<file path="config.mk">
export PLATFORM = sky130hd
export DESIGN_NAME = vxe_vpu_cmd_mqueue
export DESIGN_NICKNAME = d
export VERILOG_FILES = /design/src/rtl/vxe_vpu_cmdq_pkg.sv /design/src/rtl/vxe_vpu_cmdq_chan.sv /design/src/rtl/vxe_vpu_cmd_mqueue.sv
export SDC_FILE = /design/constraint.sdc
export NUM_CORES = 2
export LEC_CHECK = 0
export ABC_AREA = 1
export CAP_MARGIN = 20
export CORE_AREA = 2 2 409 330
export CTS_CLUSTER_SIZE = 20
export DETAILED_ROUTE_END_ITERATION = 16
export DIE_AREA = 0 0 411 332
export MAX_ROUTING_LAYER = met4
export PLACE_DENSITY_LB_ADDON = 0.08
export SETUP_SLACK_MARGIN = 0.15
export SYNTH_ARGS = -nofsm -noshare
export SYNTH_HDL_FRONTEND = slang
export SYNTH_SLANG_ARGS = --single-unit
</file>
<file path="constraint.sdc">
create_clock -name clk -period 9.4 [get_ports clk]
set_input_delay 2.35 -clock clk [delete_from_list [all_inputs] [get_ports clk]]
set_output_delay 2.35 -clock clk [all_outputs]
set_load 0.01 [all_outputs]
</file>
<file path="src/rtl/vxe_vpu_cmdq_pkg.sv">
// Shared definitions for the multi-channel VPU command queue:
// control FSM encoding and thread-to-channel mapping.
package vxe_vpu_cmdq_pkg;

  typedef enum logic [1:0] {
    ST_IDLE   = 2'd0,
    ST_ACTIVE = 2'd1,
    ST_DRAIN  = 2'd2
  } cmdq_state_e;

  // Channel is the low log2(nchan) bits of the thread ID; nchan is a power of 2.
  function automatic int unsigned chan_idx(input int unsigned th, input int unsigned nchan);
    return th & (nchan - 1);
  endfunction

endpackage

</file>
<file path="src/rtl/vxe_vpu_cmdq_chan.sv">
// Single-channel first-word-fall-through FIFO with synchronous flush,
// occupancy counter and full/empty flags.
module vxe_vpu_cmdq_chan #(
  parameter int unsigned DEPTH_POW2 = 4,
  parameter int unsigned W          = 56
) (
  input  logic                  clk,
  input  logic                  nrst,
  input  logic                  srst_i,
  input  logic                  push_i,
  input  logic                  pop_i,
  input  logic [W-1:0]          wdata_i,
  output logic [W-1:0]          rdata_o,
  output logic                  empty_o,
  output logic                  full_o,
  output logic [DEPTH_POW2:0]   level_o
);

  localparam int unsigned DEPTH = 1 << DEPTH_POW2;
  localparam int unsigned LW    = DEPTH_POW2 + 1;

  logic [DEPTH_POW2-1:0] wptr_q, rptr_q;
  logic [LW-1:0]         level_q;
  logic [W-1:0]          mem_q [DEPTH];
  logic                  do_push, do_pop;

  assign full_o  = (level_q == LW'(DEPTH));
  assign empty_o = (level_q == '0);
  assign do_push = push_i & ~full_o;
  assign do_pop  = pop_i & ~empty_o;
  assign rdata_o = mem_q[rptr_q];
  assign level_o = level_q;

  // Pointer and occupancy tracking; flush wins over any same-cycle push/pop.
  always_ff @(posedge clk or negedge nrst) begin
    if (!nrst) begin
      wptr_q  <= '0;
      rptr_q  <= '0;
      level_q <= '0;
    end else if (srst_i) begin
      wptr_q  <= '0;
      rptr_q  <= '0;
      level_q <= '0;
    end else begin
      if (do_push) wptr_q <= wptr_q + 1'b1;
      if (do_pop)  rptr_q <= rptr_q + 1'b1;
      level_q <= level_q + LW'(do_push) - LW'(do_pop);
    end
  end

  // Entry storage; contents need no reset since level gates visibility.
  always_ff @(posedge clk) begin
    if (do_push && !srst_i) mem_q[wptr_q] <= wdata_i;
  end

endmodule

</file>
<file path="src/rtl/vxe_vpu_cmd_mqueue.sv">
// Multi-channel VPU command queue: routes ingress commands by thread ID
// into NCHAN FWFT FIFOs, with enable/flush/drain control.
module vxe_vpu_cmd_mqueue
  import vxe_vpu_cmdq_pkg::*;
#(
  parameter int unsigned NCHAN      = 2,
  parameter int unsigned DEPTH_POW2 = 4,
  parameter int unsigned OP_W       = 5,
  parameter int unsigned TH_W       = 3,
  parameter int unsigned PL_W       = 48
) (
  input  logic                             clk,
  input  logic                             nrst,
  input  logic                             i_enable,
  input  logic                             i_disable,
  input  logic                             i_drain,
  output logic                             o_busy,
  output logic [1:0]                       o_state,
  input  logic                             i_cmd_sel,
  output logic                             o_cmd_ack,
  input  logic [OP_W-1:0]                  i_cmd_op,
  input  logic [TH_W-1:0]                  i_cmd_th,
  input  logic [PL_W-1:0]                  i_cmd_pl,
  output logic [NCHAN-1:0]                 o_vld,
  input  logic [NCHAN-1:0]                 i_rd,
  output logic [NCHAN*OP_W-1:0]            o_op,
  output logic [NCHAN*TH_W-1:0]            o_th,
  output logic [NCHAN*PL_W-1:0]            o_pl,
  output logic [NCHAN*(DEPTH_POW2+1)-1:0]  o_level
);

  localparam int unsigned CH_W = (NCHAN > 1) ? $clog2(NCHAN) : 1;
  localparam int unsigned DW   = OP_W + TH_W + PL_W;
  localparam int unsigned LW   = DEPTH_POW2 + 1;

  cmdq_state_e state_q, state_d;

  logic [CH_W-1:0] sel_ch;
  logic [NCHAN-1:0] chan_full, chan_empty, chan_push, chan_pop;
  logic [DW-1:0]    chan_rdata [NCHAN];
  logic             full_sel, flush, write_en;

  assign sel_ch   = CH_W'(chan_idx(32'(i_cmd_th), NCHAN));
  assign flush    = (state_q != ST_IDLE) && i_disable;
  assign write_en = (state_q == ST_ACTIVE) && i_cmd_sel && o_cmd_ack;
  assign o_busy   = |(~chan_empty);
  assign o_vld    = ~chan_empty;
  assign o_state  = state_q;

  // Control state register.
  always_ff @(posedge clk or negedge nrst) begin
    if (!nrst) state_q <= ST_IDLE;
    else       state_q <= state_d;
  end

  // Next state: disable beats drain; drain ends once every channel is empty.
  always_comb begin
    state_d = state_q;
    case (state_q)
      ST_IDLE:   if (i_enable) state_d = ST_ACTIVE;
      ST_ACTIVE: begin
        if (i_disable)    state_d = ST_IDLE;
        else if (i_drain) state_d = ST_DRAIN;
      end
      ST_DRAIN: begin
        if (i_disable)        state_d = ST_IDLE;
        else if (&chan_empty) state_d = ST_IDLE;
      end
      default:   state_d = ST_IDLE;
    endcase
  end

  // Full flag of the channel addressed by the ingress thread ID.
  always_comb begin
    full_sel = 1'b0;
    for (int unsigned c = 0; c < NCHAN; c++) begin
      if (sel_ch == CH_W'(c)) full_sel = chan_full[c];
    end
  end

  // Ingress ack: sink in IDLE, back-pressure in DRAIN.
  always_comb begin
    o_cmd_ack = 1'b0;
    case (state_q)
      ST_IDLE:   o_cmd_ack = 1'b1;
      ST_ACTIVE: o_cmd_ack = ~full_sel;
      default:   o_cmd_ack = 1'b0;
    endcase
  end

  for (genvar c = 0; c < NCHAN; c++) begin : g_chan
    assign chan_push[c] = write_en && (sel_ch == CH_W'(c));
    assign chan_pop[c]  = (state_q != ST_IDLE) && i_rd[c];

    vxe_vpu_cmdq_chan #(
      .DEPTH_POW2 (DEPTH_POW2),
      .W          (DW)
    ) u_chan (
      .clk     (clk),
      .nrst    (nrst),
      .srst_i  (flush),
      .push_i  (chan_push[c]),
      .pop_i   (chan_pop[c]),
      .wdata_i ({i_cmd_op, i_cmd_th, i_cmd_pl}),
      .rdata_o (chan_rdata[c]),
      .empty_o (chan_empty[c]),
      .full_o  (chan_full[c]),
      .level_o (o_level[c*LW +: LW])
    );

    assign o_op[c*OP_W +: OP_W] = chan_rdata[c][DW-1 -: OP_W];
    assign o_th[c*TH_W +: TH_W] = chan_rdata[c][PL_W +: TH_W];
    assign o_pl[c*PL_W +: PL_W] = chan_rdata[c][PL_W-1:0];
  end

endmodule

</file>
==> flow_summary.ini <==
[route]
viasPerCell = 5.77
routed_wl_mm = 184
drtIter0Drc = 5450
vias = 44953
drtAntennaViolNets = 0
first_pass_iters = 6
drcViolationCount = 0
wl_per_cell_um = 23.6

[clocking]
clkLatencyLatePin_ns = 0.83
cts_tree = done
htreeDepth = 4
clock-sinks = 1820
cts_hold_buf = 0
ctsLongestPathBuffers = 3
post-cts-setup-buffers = 0
post_cts_resized = 0
cts_root_buf = clkbuf_16
numCtsBuffers = 175
clk_pin_slew_ns = 0.06

[synth]
synth_fa_ha_area_share_pct = 0.436
synth-xor-area-share_pct = 0.109
ys_ff_latch = 1820
synth_top_family_by_area = simple AND/OR/NAND/NOR gates
muxShareOfSynthArea_pct = 0
netlist_top_cells_count = edfxtp_1, nand2_1, nor2_1
netlist_area_um2 = 72300
yosys.area_share.simple_pct = 12.1
synth_edf_count = 1792
synth-async-reset-ratio_pct = 1.54
synth_nets = 5824
avgSynthCellArea_um2 = 12.6
seq_area_frac_synth_pct = 75.4
yosys-top-cells-area = edfxtp_1, nand2_1, a21oi_1
synth_top_cell_area_share_pct = 74.5
synth_cell_type_count = 28
post-synth-top-count-cell = edfxtp_1
synth_compound_area_share_pct = 8.81
synth.yosys.warnings = 0
synth_area_leader_cell = edfxtp_1
synth_flop_cell = edfxtp_1
syn_inst = 5736

[worst_setup_path]
end_kind = output pin
crit_type = reg2out
crit_path_max_fanout = 85
crit_arrival_ns = 4.71
slowest_stage = dfrtp_4
crit_required_ns = 7.05
max_stage_delay_ns = 1.03
critPathBufInv = 3
crit_chain = buf_4 -> buf_4 -> nor2_1 -> nor2_1 -> o21ai_0 -> o211ai_1 -> nand2_1 -> nand2_1 -> clkdlybuf4s50_1
start_kind = flop
cp_top_family = buffers and inverters

[timing]
rsz0062_at_grt = false
finalHoldViolCount = 0
final-max-slew-violation-count = 0
clock_skew_ns = 0.0237
period_share_pct = 75.1
fin_crit_ns = 7.06
setup_viol = 0
worstMarginPinSlew_ns = 1.11
max_freq_ghz = 0.142
holdWs_ns = 0.607
relSlewSlack_pct = 25.7
setup_tns_ns = 0

[power_and_ir_drop]
power.internal_mw = 15.3
total_power_mw = 22.8
pwr-share-comb_pct = 28.9
p_sw_share_pct = 32.8
powerDensity_nw_per_um2 = 277
power.share.clock_pct = 30.4
ir_worst_vdd_mv = 0.259
leakagePower_nw = 28.4
p_switching_mw = 7.48
pwr-share-seq_pct = 40.7

[placement]
portBuffers = 191
gp_congestion = 0.768
place_hpwl_mm = 89.2

[global_routing]
gr-usage-all-layers_pct = 27.6
antenna_found_initial = 3
grt_pass1_vias = 41978
grt_pass1_wl_mm = 271
gr-total-overflow = 0
grt_max_degree = 217

[finish]
area.growth.synth_to_final_pct = 13.9
nets = 5977
fillerInstances = 10154
fin_util_pct = 62.0
drive_above_1_share_pct = 7.10

[worst_hold_path]
hp-class = reg2reg

[die]
core_area_um2 = 133000
chipWidth_um = 411
rows = 120
fp.dieH_um = 332
io-pin-count = 192
start_util_pct = 54.5
dieArea_um2 = 136000

[status]
status = complete, no violations

[job]
maxCapViolations = 0
## routing by layer
| metal | wire length [um] | vias to the layer above | GRT usage, % |
|---|---|---|---|
| li1 | - | 20804 | - |
| met1 | 81700 | 22259 | 40.0 |
| met2 | 85600 | 1610 | 41.3 |
| met3 | 12700 | 280 | 3.91 |
| met4 | 4250 | 0 | 7.23 |
| met5 | 0 | - | - |
## final cells by class
type	count	area (um2)	share of cell area [%]
Antenna cell	2	5.00	0.00608
Clock buffer	207	4560	5.54
Clock inverter	106	975	1.18
Inverter	140	557	0.677
Multi-Input combinational cell	3426	15800	19.1
Sequential cell	1820	54500	66.3
Tap cell	1769	2210	2.69
Timing Repair Buffer	326	3690	4.48
## kinds of logic (layout without fill, tap and decap cells)
logic type      count (synthesis)  in the layout
simple gates                 2234           2234
flops                        1820           1820
compound gates               1159           1159
buf+inv                       490            779
fa+ha+maj                      24             24
xor+xnor                        9              9
other cells                     0              2
## worst paths after layout
kind	startpoint	to	slack, ns	depth (start not counted)
min reg2reg	g_chan[1].u_chan.wptr_q[3]$_DFFE_PN0P_	g_chan[1].u_chan.wptr_q[3]$_DFFE_PN0P_	0.61	2
max in group asynchronous	nrst	g_chan[1].u_chan.rptr_q[1]$_DFFE_PN0P_	7.08	2
min	g_chan[1].u_chan.wptr_q[3]$_DFFE_PN0P_	g_chan[1].u_chan.wptr_q[3]$_DFFE_PN0P_	0.61	2
max reg2reg	g_chan[0].u_chan.level_o[2]$_DFF_PN0_	g_chan[0].u_chan.mem_q[15][9]$_DFFE_PP_	5.47	10
min in group asynchronous	nrst	g_chan[0].u_chan.level_o[3]$_DFF_PN0_	1.94	2
max	g_chan[0].u_chan.rptr_q[0]$_DFFE_PN0P_	o_th[1]	2.34	9
## power by group through the flow
stage	logic, mW	clock network [mW]	registers (mW)
after detailed placement	6.52	0	9.44
final	6.57	6.92	9.27
after CTS	6.55	7.01	9.27
after global placement	6.45	0	9.44
after floorplan	4.09	0	9.25
after global routing	7.25	7.31	9.28
## flip-flops by register name, indices dropped and copies added, names as in the netlist
name and flops:
g_chan.u_chan.rptr_q 8, o_state 2, g_chan.u_chan.mem_q 1792, g_chan.u_chan.wptr_q 8
g_chan.u_chan.level_o 10
## through the flow
| step | instance area, um2 | instances | setup WS (ns) |
|---|---|---|---|
| 2_1_floorplan | 72300 | 5736 | 2.19 |
| 3_3_place_gp | 75700 | 7435 | 2.98 |
| 3_5_place_dp | 75900 | 7447 | 2.98 |
| 4_1_cts | 81500 | 7760 | 2.22 |
| 5_1_grt | 82300 | 7795 | 1.97 |
| 6_report | 82300 | 7796 | 2.34 |
## placed cells by master (no fill, tap or decap), types with 2 or more instances in the layout
| master | n |
|---|---|
| buf_4 | 86 |
| nand2_1 | 1335 |
| buf_12 | 3 |
| bufinv_16 | 16 |
| edfxtp_1 | 1792 |
| nor2_1 | 592 |
| clkbuf_16 | 181 |
| nor3_2 | 12 |
| o21ai_0 | 385 |
| nand2_4 | 2 |
| clkdlybuf4s50_1 | 191 |
| clkinv_2 | 31 |
| dfrtp_1 | 22 |
| clkinv_1 | 44 |
| clkbuf_8 | 2 |
| nand3b_1 | 2 |
| ha_1 | 22 |
| a21oi_1 | 472 |
| inv_6 | 9 |
| o21ai_1 | 74 |
| o21bai_1 | 2 |
| nor2_4 | 22 |
| inv_4 | 4 |
| fa_1 | 2 |
| clkinvlp_4 | 2 |
| a31oi_1 | 2 |
| clkbuf_1 | 28 |
| clkinv_8 | 5 |
| diode_2 | 2 |
| inv_2 | 2 |
| xor2_1 | 9 |
| dfrtp_4 | 6 |
| buf_16 | 27 |
| nand4_1 | 4 |
| o211ai_1 | 223 |
| buf_8 | 15 |
| nand3_1 | 263 |
| inv_1 | 131 |
## worst register-to-register path: cells and delay by family, from the launching register on
family / cells / cell delay, ns
simple gates: 5 / 1.70
fa+ha+maj: 1 / 0.23
buf+inv: 4 / 1.21
flops: 1 / 0.37
No activity file was read; power rests on OpenSTA's default activity.
